## config.mk

```make
export PLATFORM = sky130hd
export DESIGN_NAME = usrs_ping_sched
export DESIGN_NICKNAME = d
export VERILOG_FILES = /design/src/rtl/usrs_ping_sched.sv
export SDC_FILE = /design/constraint.sdc
export NUM_CORES = 1
export LEC_CHECK = 0
export ABC_AREA = 0
export CAP_MARGIN = 25
export CORE_MARGIN = 4
export CORE_UTILIZATION = 50
export DETAILED_ROUTE_END_ITERATION = 8
export GPL_TIMING_DRIVEN = 0
export PLACE_DENSITY = 0.84
export SYNTH_ARGS = -nofsm -noshare
export SYNTH_HDL_FRONTEND = slang
export SYNTH_SLANG_ARGS = --single-unit
export TNS_END_PERCENT = 20
```

## constraint.sdc

```tcl
create_clock -name clk -period 5.5 [get_ports clk]
set_input_delay 0.55 -clock clk [delete_from_list [all_inputs] [get_ports clk]]
set_output_delay 0.55 -clock clk [all_outputs]
set_load 0.05 [all_outputs]
```

## src/rtl/usrs_ping_sched.sv

```systemverilog
// Shares the single ultrasonic ranger between FDU strings A and B: arbitrates pings,
// drives the trigger pulse, measures echo width. Optional macro USRS_ECHO_SYNC_EN adds a 2-flop echo synchronizer.
module usrs_ping_sched #(
    parameter int TRIGGER_PULSE = 125,
    parameter int ECHO_WAIT_MAX = 1000000,
    parameter int ECHO_MAX      = 1000000,
    parameter int HOLDOFF       = 1500000,
    parameter int CNT_W         = 24,
    parameter int RESULT_SHIFT  = 4
) (
    input  logic        clk,
    input  logic        reset,
    input  logic [1:0]  req,
    input  logic [1:0]  prime,
    output logic [1:0]  gnt,
    output logic [1:0]  done,
    output logic [15:0] result,
    output logic        result_err,
    input  logic        usrs_in,
    output logic        usrs_out,
    output logic        usrs_oe,
    output logic        busy,
    output logic [2:0]  state_dbg
);

    typedef enum logic [2:0] {
        ST_IDLE      = 3'd0,
        ST_TRIG      = 3'd1,
        ST_TRIG_END  = 3'd2,
        ST_WAIT_ECHO = 3'd3,
        ST_MEASURE   = 3'd4,
        ST_DONE      = 3'd5,
        ST_HOLDOFF   = 3'd6
    } state_t;

    localparam logic [CNT_W-1:0] CNT_ZERO   = {CNT_W{1'b0}};
    localparam logic [CNT_W-1:0] CNT_ONE    = CNT_W'(1);
    localparam logic [CNT_W-1:0] TRIG_LAST  = CNT_W'(TRIGGER_PULSE - 1);
    localparam logic [CNT_W-1:0] WAIT_LAST  = CNT_W'(ECHO_WAIT_MAX - 1);
    localparam logic [CNT_W-1:0] ECHO_LAST  = CNT_W'(ECHO_MAX - 1);
    localparam logic [CNT_W-1:0] ECHO_LIMIT = CNT_W'(ECHO_MAX);
    localparam logic [CNT_W-1:0] HOLD_LAST  = CNT_W'(HOLDOFF - 1);

    function automatic logic [15:0] scale_result(input logic [CNT_W-1:0] count);
        logic [CNT_W-1:0] shifted;
        logic [15:0]      scaled;
        shifted = count >> RESULT_SHIFT;
        if (shifted > CNT_W'(16'hFFFF)) begin
            scaled = 16'hFFFF;
        end else begin
            scaled = shifted[15:0];
        end
        return scaled;
    endfunction

    // last_b = 1 means string B was served last; prime overrides the round robin
    function automatic logic [1:0] pick_grant(input logic [1:0] r, input logic [1:0] p, input logic last_b);
        logic [1:0] pick;
        case (r)
            2'b01:   pick = 2'b01;
            2'b10:   pick = 2'b10;
            2'b11: begin
                case (p)
                    2'b01:   pick = 2'b01;
                    2'b10:   pick = 2'b10;
                    default: pick = last_b ? 2'b01 : 2'b10;
                endcase
            end
            default: pick = 2'b00;
        endcase
        return pick;
    endfunction

    state_t           state_r, state_s;
    logic [CNT_W-1:0] cnt_r, cnt_s;
    logic [1:0]       gnt_r, gnt_s, done_r, done_s;
    logic             last_b_r, last_b_s, err_r, err_s;
    logic [15:0]      result_r, result_s;
    logic             oe_r, oe_s, out_r, out_s, busy_r, busy_s;
    logic             echo_s;

`ifdef USRS_ECHO_SYNC_EN
    logic [1:0] echo_sync_r;
    // Two-flop synchronizer for the asynchronous echo line
    always_ff @(posedge clk) begin
        if (reset) begin
            echo_sync_r <= 2'b00;
        end else begin
            echo_sync_r <= {echo_sync_r[0], usrs_in};
        end
    end
    assign echo_s = echo_sync_r[1];
`else
    assign echo_s = usrs_in;
`endif

    // Next-state, counter and result logic; outputs follow the next state so they are registered
    always_comb begin
        state_s  = state_r;
        cnt_s    = cnt_r;
        gnt_s    = gnt_r;
        last_b_s = last_b_r;
        result_s = result_r;
        err_s    = err_r;
        done_s   = 2'b00;
        case (state_r)
            ST_IDLE: begin
                cnt_s = CNT_ZERO;
                if (req != 2'b00) begin
                    gnt_s   = pick_grant(req, prime, last_b_r);
                    state_s = ST_TRIG;
                end else begin
                    gnt_s = 2'b00;
                end
            end
            ST_TRIG: begin
                if (cnt_r == TRIG_LAST) begin
                    state_s = ST_TRIG_END;
                    cnt_s   = CNT_ZERO;
                end else begin
                    cnt_s = cnt_r + CNT_ONE;
                end
            end
            ST_TRIG_END: begin
                state_s = ST_WAIT_ECHO;
                cnt_s   = CNT_ZERO;
            end
            ST_WAIT_ECHO: begin
                if (echo_s) begin
                    state_s = ST_MEASURE;
                    cnt_s   = CNT_ONE;
                end else if (cnt_r == WAIT_LAST) begin
                    state_s  = ST_DONE;
                    result_s = scale_result(CNT_ZERO);
                    err_s    = 1'b1;
                    done_s   = gnt_r;
                end else begin
                    cnt_s = cnt_r + CNT_ONE;
                end
            end
            ST_MEASURE: begin
                if (!echo_s) begin
                    state_s  = ST_DONE;
                    result_s = scale_result(cnt_r);
                    err_s    = 1'b0;
                    done_s   = gnt_r;
                end else if (cnt_r == ECHO_LAST) begin
                    state_s  = ST_DONE;
                    result_s = scale_result(ECHO_LIMIT);
                    err_s    = 1'b1;
                    done_s   = gnt_r;
                end else begin
                    cnt_s = cnt_r + CNT_ONE;
                end
            end
            ST_DONE: begin
                state_s  = ST_HOLDOFF;
                cnt_s    = CNT_ZERO;
                last_b_s = gnt_r[1];
                gnt_s    = 2'b00;
            end
            ST_HOLDOFF: begin
                if (cnt_r == HOLD_LAST) begin
                    state_s = ST_IDLE;
                    cnt_s   = CNT_ZERO;
                end else begin
                    cnt_s = cnt_r + CNT_ONE;
                end
            end
            default: begin
                state_s = ST_IDLE;
                cnt_s   = CNT_ZERO;
                gnt_s   = 2'b00;
            end
        endcase
        // The pad is only ever driven in the two trigger states
        oe_s   = (state_s == ST_TRIG) || (state_s == ST_TRIG_END);
        out_s  = (state_s == ST_TRIG);
        busy_s = (state_s != ST_IDLE);
    end

    // State and output registers
    always_ff @(posedge clk) begin
        if (reset) begin
            state_r  <= ST_IDLE;
            cnt_r    <= CNT_ZERO;
            gnt_r    <= 2'b00;
            done_r   <= 2'b00;
            last_b_r <= 1'b1;
            result_r <= 16'h0000;
            err_r    <= 1'b0;
            oe_r     <= 1'b0;
            out_r    <= 1'b0;
            busy_r   <= 1'b0;
        end else begin
            state_r  <= state_s;
            cnt_r    <= cnt_s;
            gnt_r    <= gnt_s;
            done_r   <= done_s;
            last_b_r <= last_b_s;
            result_r <= result_s;
            err_r    <= err_s;
            oe_r     <= oe_s;
            out_r    <= out_s;
            busy_r   <= busy_s;
        end
    end

    assign gnt        = gnt_r;
    assign done       = done_r;
    assign result     = result_r;
    assign result_err = err_r;
    assign usrs_oe    = oe_r;
    assign usrs_out   = out_r;
    assign busy       = busy_r;
    assign state_dbg  = state_r;

endmodule
```

# Word-level counts from Yosys, hierarchy flattened
# Cells that the tools add are included.
[classes]
addsub = 1
n_lt_le_gt_ge = 1
eq_ne = 20
mux = 32
n_reduce_logical = 8
[op_table]
columns = ["op", "count"]
rows = [
  ["two-way mux 24 bit", 5],
  ["case mux 24 bit (4 select lines)", 1],
  ["two-way mux 16 bit", 5],
  ["case mux 16 bit (2 select lines)", 1],
  ["adder 24 x 1 -> 24 bit (second input constant)", 1],
  ["== test 24 x 20 -> 1 bit (second input constant)", 1],
  ["== test 24 x 21 -> 1 bit (second input constant)", 1],
  ["== test 24 x 7 -> 1 bit (second input constant)", 1],
  ["case mux 3 bit (7 select lines)", 1],
  ["greater-than comparator 20 x 16 -> 1 bit (second input constant)", 1],
  ["two-way mux 3 bit", 6],
  ["case mux 2 bit (2 select lines)", 3],
  ["two-way mux 2 bit", 5],
  ["== test 3 x 2 -> 1 bit (second input constant)", 3],
  ["== test 3 bit (second input constant)", 3],
  ["== test 2 bit (second input constant)", 3],
  ["== test 3 x 1 -> 1 bit (second input constant)", 2],
  ["!= test 2 bit (second input constant)", 3],
  ["case mux 2 bit (3 select lines)", 1],
  ["OR reduction 5 bit", 1],
  ["== test 2 x 1 -> 1 bit (second input constant)", 2],
  ["AND reduction 4 bit", 1],
  ["nonzero test 2 bit", 2],
  ["logical NOT 3 bit", 1],
  ["other kinds (6)", 8],
]
[word_totals]
reg_bits = 52
wordCells = 72

# Logic depth before layout (Yosys ltp)
[logic_depth]
depth_word = 6
mapped_depth = 9
ltp_nobuf = 8

# Worst setup path before layout
# No wires, ideal clock.
[synth_path]
path_type = "flip-flop to flip-flop"
from = "reg cnt_r[16]"
to = "reg busy_r, in the netlist busy"
setup_time_ns = 0.114
t_arrival_ns = 2.325
setup_slack_ns = 3.061
path_stages_with_launch = 8
n_path_buf = 1
synth_period_minus_slack_ns = 2.439
cell_sequence = "dfxtp_1 buf_6 or4b_4 or4b_4 o311a_4 a311oi_4 nand3_1 a21o_1"
[synth_via]
elab_chain_cells = 5
elab_cells_between_ends = 10
[synth_lines]
columns = ["item", "line_no", "text"]
rows = [
  ["start, declared", "75", "logic [CNT_W-1:0] cnt_r, cnt_s;"],
  ["start signal, assigned", "197", "cnt_r <= cnt_s;"],
  ["== test 24 x 20 -> 1 bit", "132, 147", ""],
  ["two-way mux 3 bit", "132, 147", ""],
  ["two-way mux 3 bit (on tied branches)", "142, 129", ""],
  ["case mux 3 bit (7 select lines) (*)", "106", "case (state_r)"],
  ["nonzero test 3 bit (*)", "179", "busy_s = (state_s != ST_IDLE);"],
  ["end signal, assigned", "205", "busy_r <= busy_s;"],
  ["end, declared", "79", "logic oe_r, oe_s, out_r, out_s, busy_r, busy_s;"],
]
# Mark *: on every way between the ends. The rest lies on a longest branch, timed or not.
# A chain may end at the register's enable or synchronous reset.

# Worst setup path in the final report
[layout_path]
from = "reg cnt_r[20]"
to = "reg cnt_r[9]"
[layout_via]
elab_chain_cells = 4
elab_cells_between_ends = 9
[layout_lines]
columns = ["item", "line_no"]
rows = [
  ["== test 24 x 20 -> 1 bit", "132, 147"],
  ["two-way mux 24 bit", "-"],
  ["two-way mux 24 bit (on tied branches)", "-"],
  ["case mux 24 bit (4 select lines) (*)", "106"],
]
# Mark *: on every way between the ends. The rest lies on a longest branch, timed or not. The select of a mux whose other input is x is not followed.

==> results.tsv <==
metric	value	unit
outcome	complete, no violations	
port_buffers	32	
gp_congestion	0.959	
tns	0	ns
drtAntennaViolNets	0	
num_vias	2819	
rows	26	
rsz0062_at_grt	no	
cp.arrival	3.21	ns
ys_warn_count	0	
synth_fa_ha_area_frac	0.0179	
drt-met1-wl	3260	µm
p_comb_frac	0.090	
reg2reg_from	cnt_r[20]$_SDFFE_PP0P_	
finalNetCount	400	
synth-compound-area-share	0.231	
track_usage	0.237	
htree_levels	2	
vias_per_cell	6.13	
grt_pass1_vias	2666	
synth.yosys.seq_area_share	0.373	
dpl-instance-area	0.00320	mm²
wl_met2	3520	µm
coreArea	0.00527	mm²
muxShareOfSynthArea	0.0108	
async_flop_share	0	
startpoint_type	flip-flop	
max_stage_delay	0.70	ns
antenna_found_initial	0	
stdcell_area	0.00332	mm²
clk_transition_reported_paths	0.09	ns
syn-num-nets	361	
synth_xor_area_frac	0.0345	
synth_top_family_by_area	simple AND/OR/NAND/NOR gates	
fin_skew	0.00769	ns
hold_violations	0	
leakagePower	1.19	nW
overflow	0	
drive_above_1_share	0.0641	
p_int	0.551	mW
whs	0.458	ns
syn-instance-count	350	
clkPwrFrac	0.381	
fin_crit	3.00	ns
firstDrtPassIters	6	
antenna_cells	0	
finalCritPeriodShare	0.546	
cts_setup_buffers	0	
worst_pin_slew	0.802	ns
cts_root_buf	clkbuf_8	
wl_met3	641	µm
insertion_delay	0.31	ns
hold_depth	2	
fp.dieH	82.7	µm
r2r-end	cnt_r[9]$_SDFFE_PP0P_	
tritoncts	yes	
synth_cell_types	60	
min_to	result[2]$_SDFFE_PP0P_	
fmax	0.333	GHz
syn_area_per_cell	7.98	µm²
path_cells	nor4_2 > nand4_1 > o41ai_2 > o22ai_1 > a21o_1 > a22o_1	
wl_per_cell	16.5	µm
hold_class	reg2reg	
cp_data_required_time	5.70	ns
crit_type	reg2reg	
crit_path_top_delay_cell	nor4_2	
switching_power	0.172	mW
hpwl	5650	µm
reg2reg_slack	2.50	ns
start_util	0.530	
power_density	218	mW/mm²
max-vdd-ir-drop	202	µV
yosys.area_share.simple	0.288	
grt_max_degree	17	
top_layer_used	met4	
cts_resized	0	
drc	0	
wirelength	7590	µm
syn_to_final_growth	19.0	%
cp-end-kind	flip-flop	
cp_max_fo	8	
hold_buffers	0	
sw_frac_of_total	0.238	
p_seq_frac	0.529	
cts_inserted_buffers	5	
critPathTopFamily	compound AO/OA/AOI/OAI gates	
path_buf_inv	0	
drv_slew	0	
synth_ff_type	dfxtp_1	
synth-seq-cells	52	
die_area	0.00685	mm²
num_io_pins	34	
setup-violations-final	0	
ff2ff_path_depth	6	
cap_violations	0	
die_w	82.7	µm
clockBufferDepth	2	
min-delay-start	result[2]$_SDFFE_PP0P_	
drt_iter0_drc	409	
netlist_area	0.00279	mm²
cts_sinks	52	
slew_headroom	0.463	
grt_pass1_wl	12400	µm
synth-edff-count	0	
==> state kept, by name, summed over array words and instances, names as in the netlist <==
signal,cells
cnt_r,24
result,16
state_dbg,3
done,2
gnt,2
busy,1
last_b_r,1
result_err,1
usrs_oe,1
usrs_out,1
==> cell usage in the layout (no fill, tap or decap), types with 10 or more instances in the layout <==
cell type	synthesis	routed
clkdlybuf4s50_1	0	32
nand3_1	14	14
clkbuf_1	18	18
nor2_1	44	44
a21oi_1	32	32
nand2_1	29	29
nor3_1	15	15
inv_1	10	10
o21ai_0	18	18
dfxtp_1	52	52
==> layout make-up <==
cell class / instances / area, µm²
tap: 70 / 87.6
multi-input combinational: 267 / 1630
sequential: 52 / 1040
fill: 485 / 1950
inverter: 10 / 37.5
clock buffer: 6 / 82.6
clock inverter: 2 / 38.8
buffer: 21 / 87.6
timing repair buffer: 32 / 320
==> routing by layer <==
metal  track usage  vias up
met3        0.0564       23
met4        0.0784        0
li1              -     1355
met5             0        -
met2         0.387      131
met1         0.306     1310
==> cells by family after synthesis <==
logic type	Yosys count
flops	52
mux	3
simple gates	155
compound gates	94
buf+inv	31
xor+xnor	11
fa+ha+maj	4
==> worst min-delay path: stages, from the launching register on <==
cell and delay (ns):
dfxtp_1 0.32, nand2_1 0.05, a21oi_1 0.05
==> how the worst max path moves through the flow <==
stage	cells past startpoint	slack, ns	from	end
floorplan	7	3.06	cnt_r[16]$_SDFFE_PP0P_	busy$_SDFF_PP0_
global placement	7	2.68	usrs_in	cnt_r[6]$_SDFFE_PP0P_
detailed placement	6	2.70	cnt_r[20]$_SDFFE_PP0P_	cnt_r[9]$_SDFFE_PP0P_
CTS	6	2.64	cnt_r[20]$_SDFFE_PP0P_	cnt_r[9]$_SDFFE_PP0P_
global route	6	2.45	cnt_r[20]$_SDFFE_PP0P_	cnt_r[9]$_SDFFE_PP0P_
finish	6	2.50	cnt_r[20]$_SDFFE_PP0P_	cnt_r[9]$_SDFFE_PP0P_
==> power by group through the flow <==
stage / combinational, mW / sequential, mW / clock [mW]
CTS: 0.0640 / 0.383 / 0.280
global placement: 0.0621 / 0.391 / 0
global route: 0.0699 / 0.383 / 0.296
finish: 0.0651 / 0.382 / 0.276
floorplan: 0.0322 / 0.402 / 0
detailed placement: 0.0637 / 0.391 / 0
==> synth_stat cells, types with 2 or more instances <==
cell	number	area (µm²)
o41ai_1	2	17.5
inv_1	10	37.5
nand3_1	14	70.1
o31ai_1	4	30.0
nand4_1	8	50.1
o21a_1	3	22.5
a22oi_1	2	15.0
and2_1	7	43.8
a311oi_1	2	17.5
ha_1	4	50.1
xnor2_1	4	35.0
xor2_1	7	61.3
and3_1	7	43.8
dfxtp_1	52	1040
a21oi_1	32	160
a32oi_1	2	17.5
a211o_1	3	26.3
and4_1	4	35.0
nor2_1	44	165
o21ai_0	18	90.1
nor4_1	7	43.8
a31o_2	2	17.5
or4b_4	2	27.5
a21o_1	4	30.0
or3_1	2	12.5
nand2_1	29	109
mux2i_1	3	30.0
nor3_1	15	75.1
clkbuf_1	18	67.6
a31oi_1	4	25.0
nand4b_1	2	17.5
nand3b_1	2	15.0
nand2b_1	4	25.0
==> stage by stage <==
step           power, mW  utilization  worst slack (ns)  cells
3_3_place_gp       0.453        0.607              2.68    452
5_1_grt            0.749        0.630              2.45    460
6_report           0.723        0.630              2.50    460
3_5_place_dp       0.455        0.607              2.70    452
2_1_floorplan      0.434            -              3.06    350
4_1_cts            0.727        0.630              2.64    460
Power figures use the tool's default switching activity.
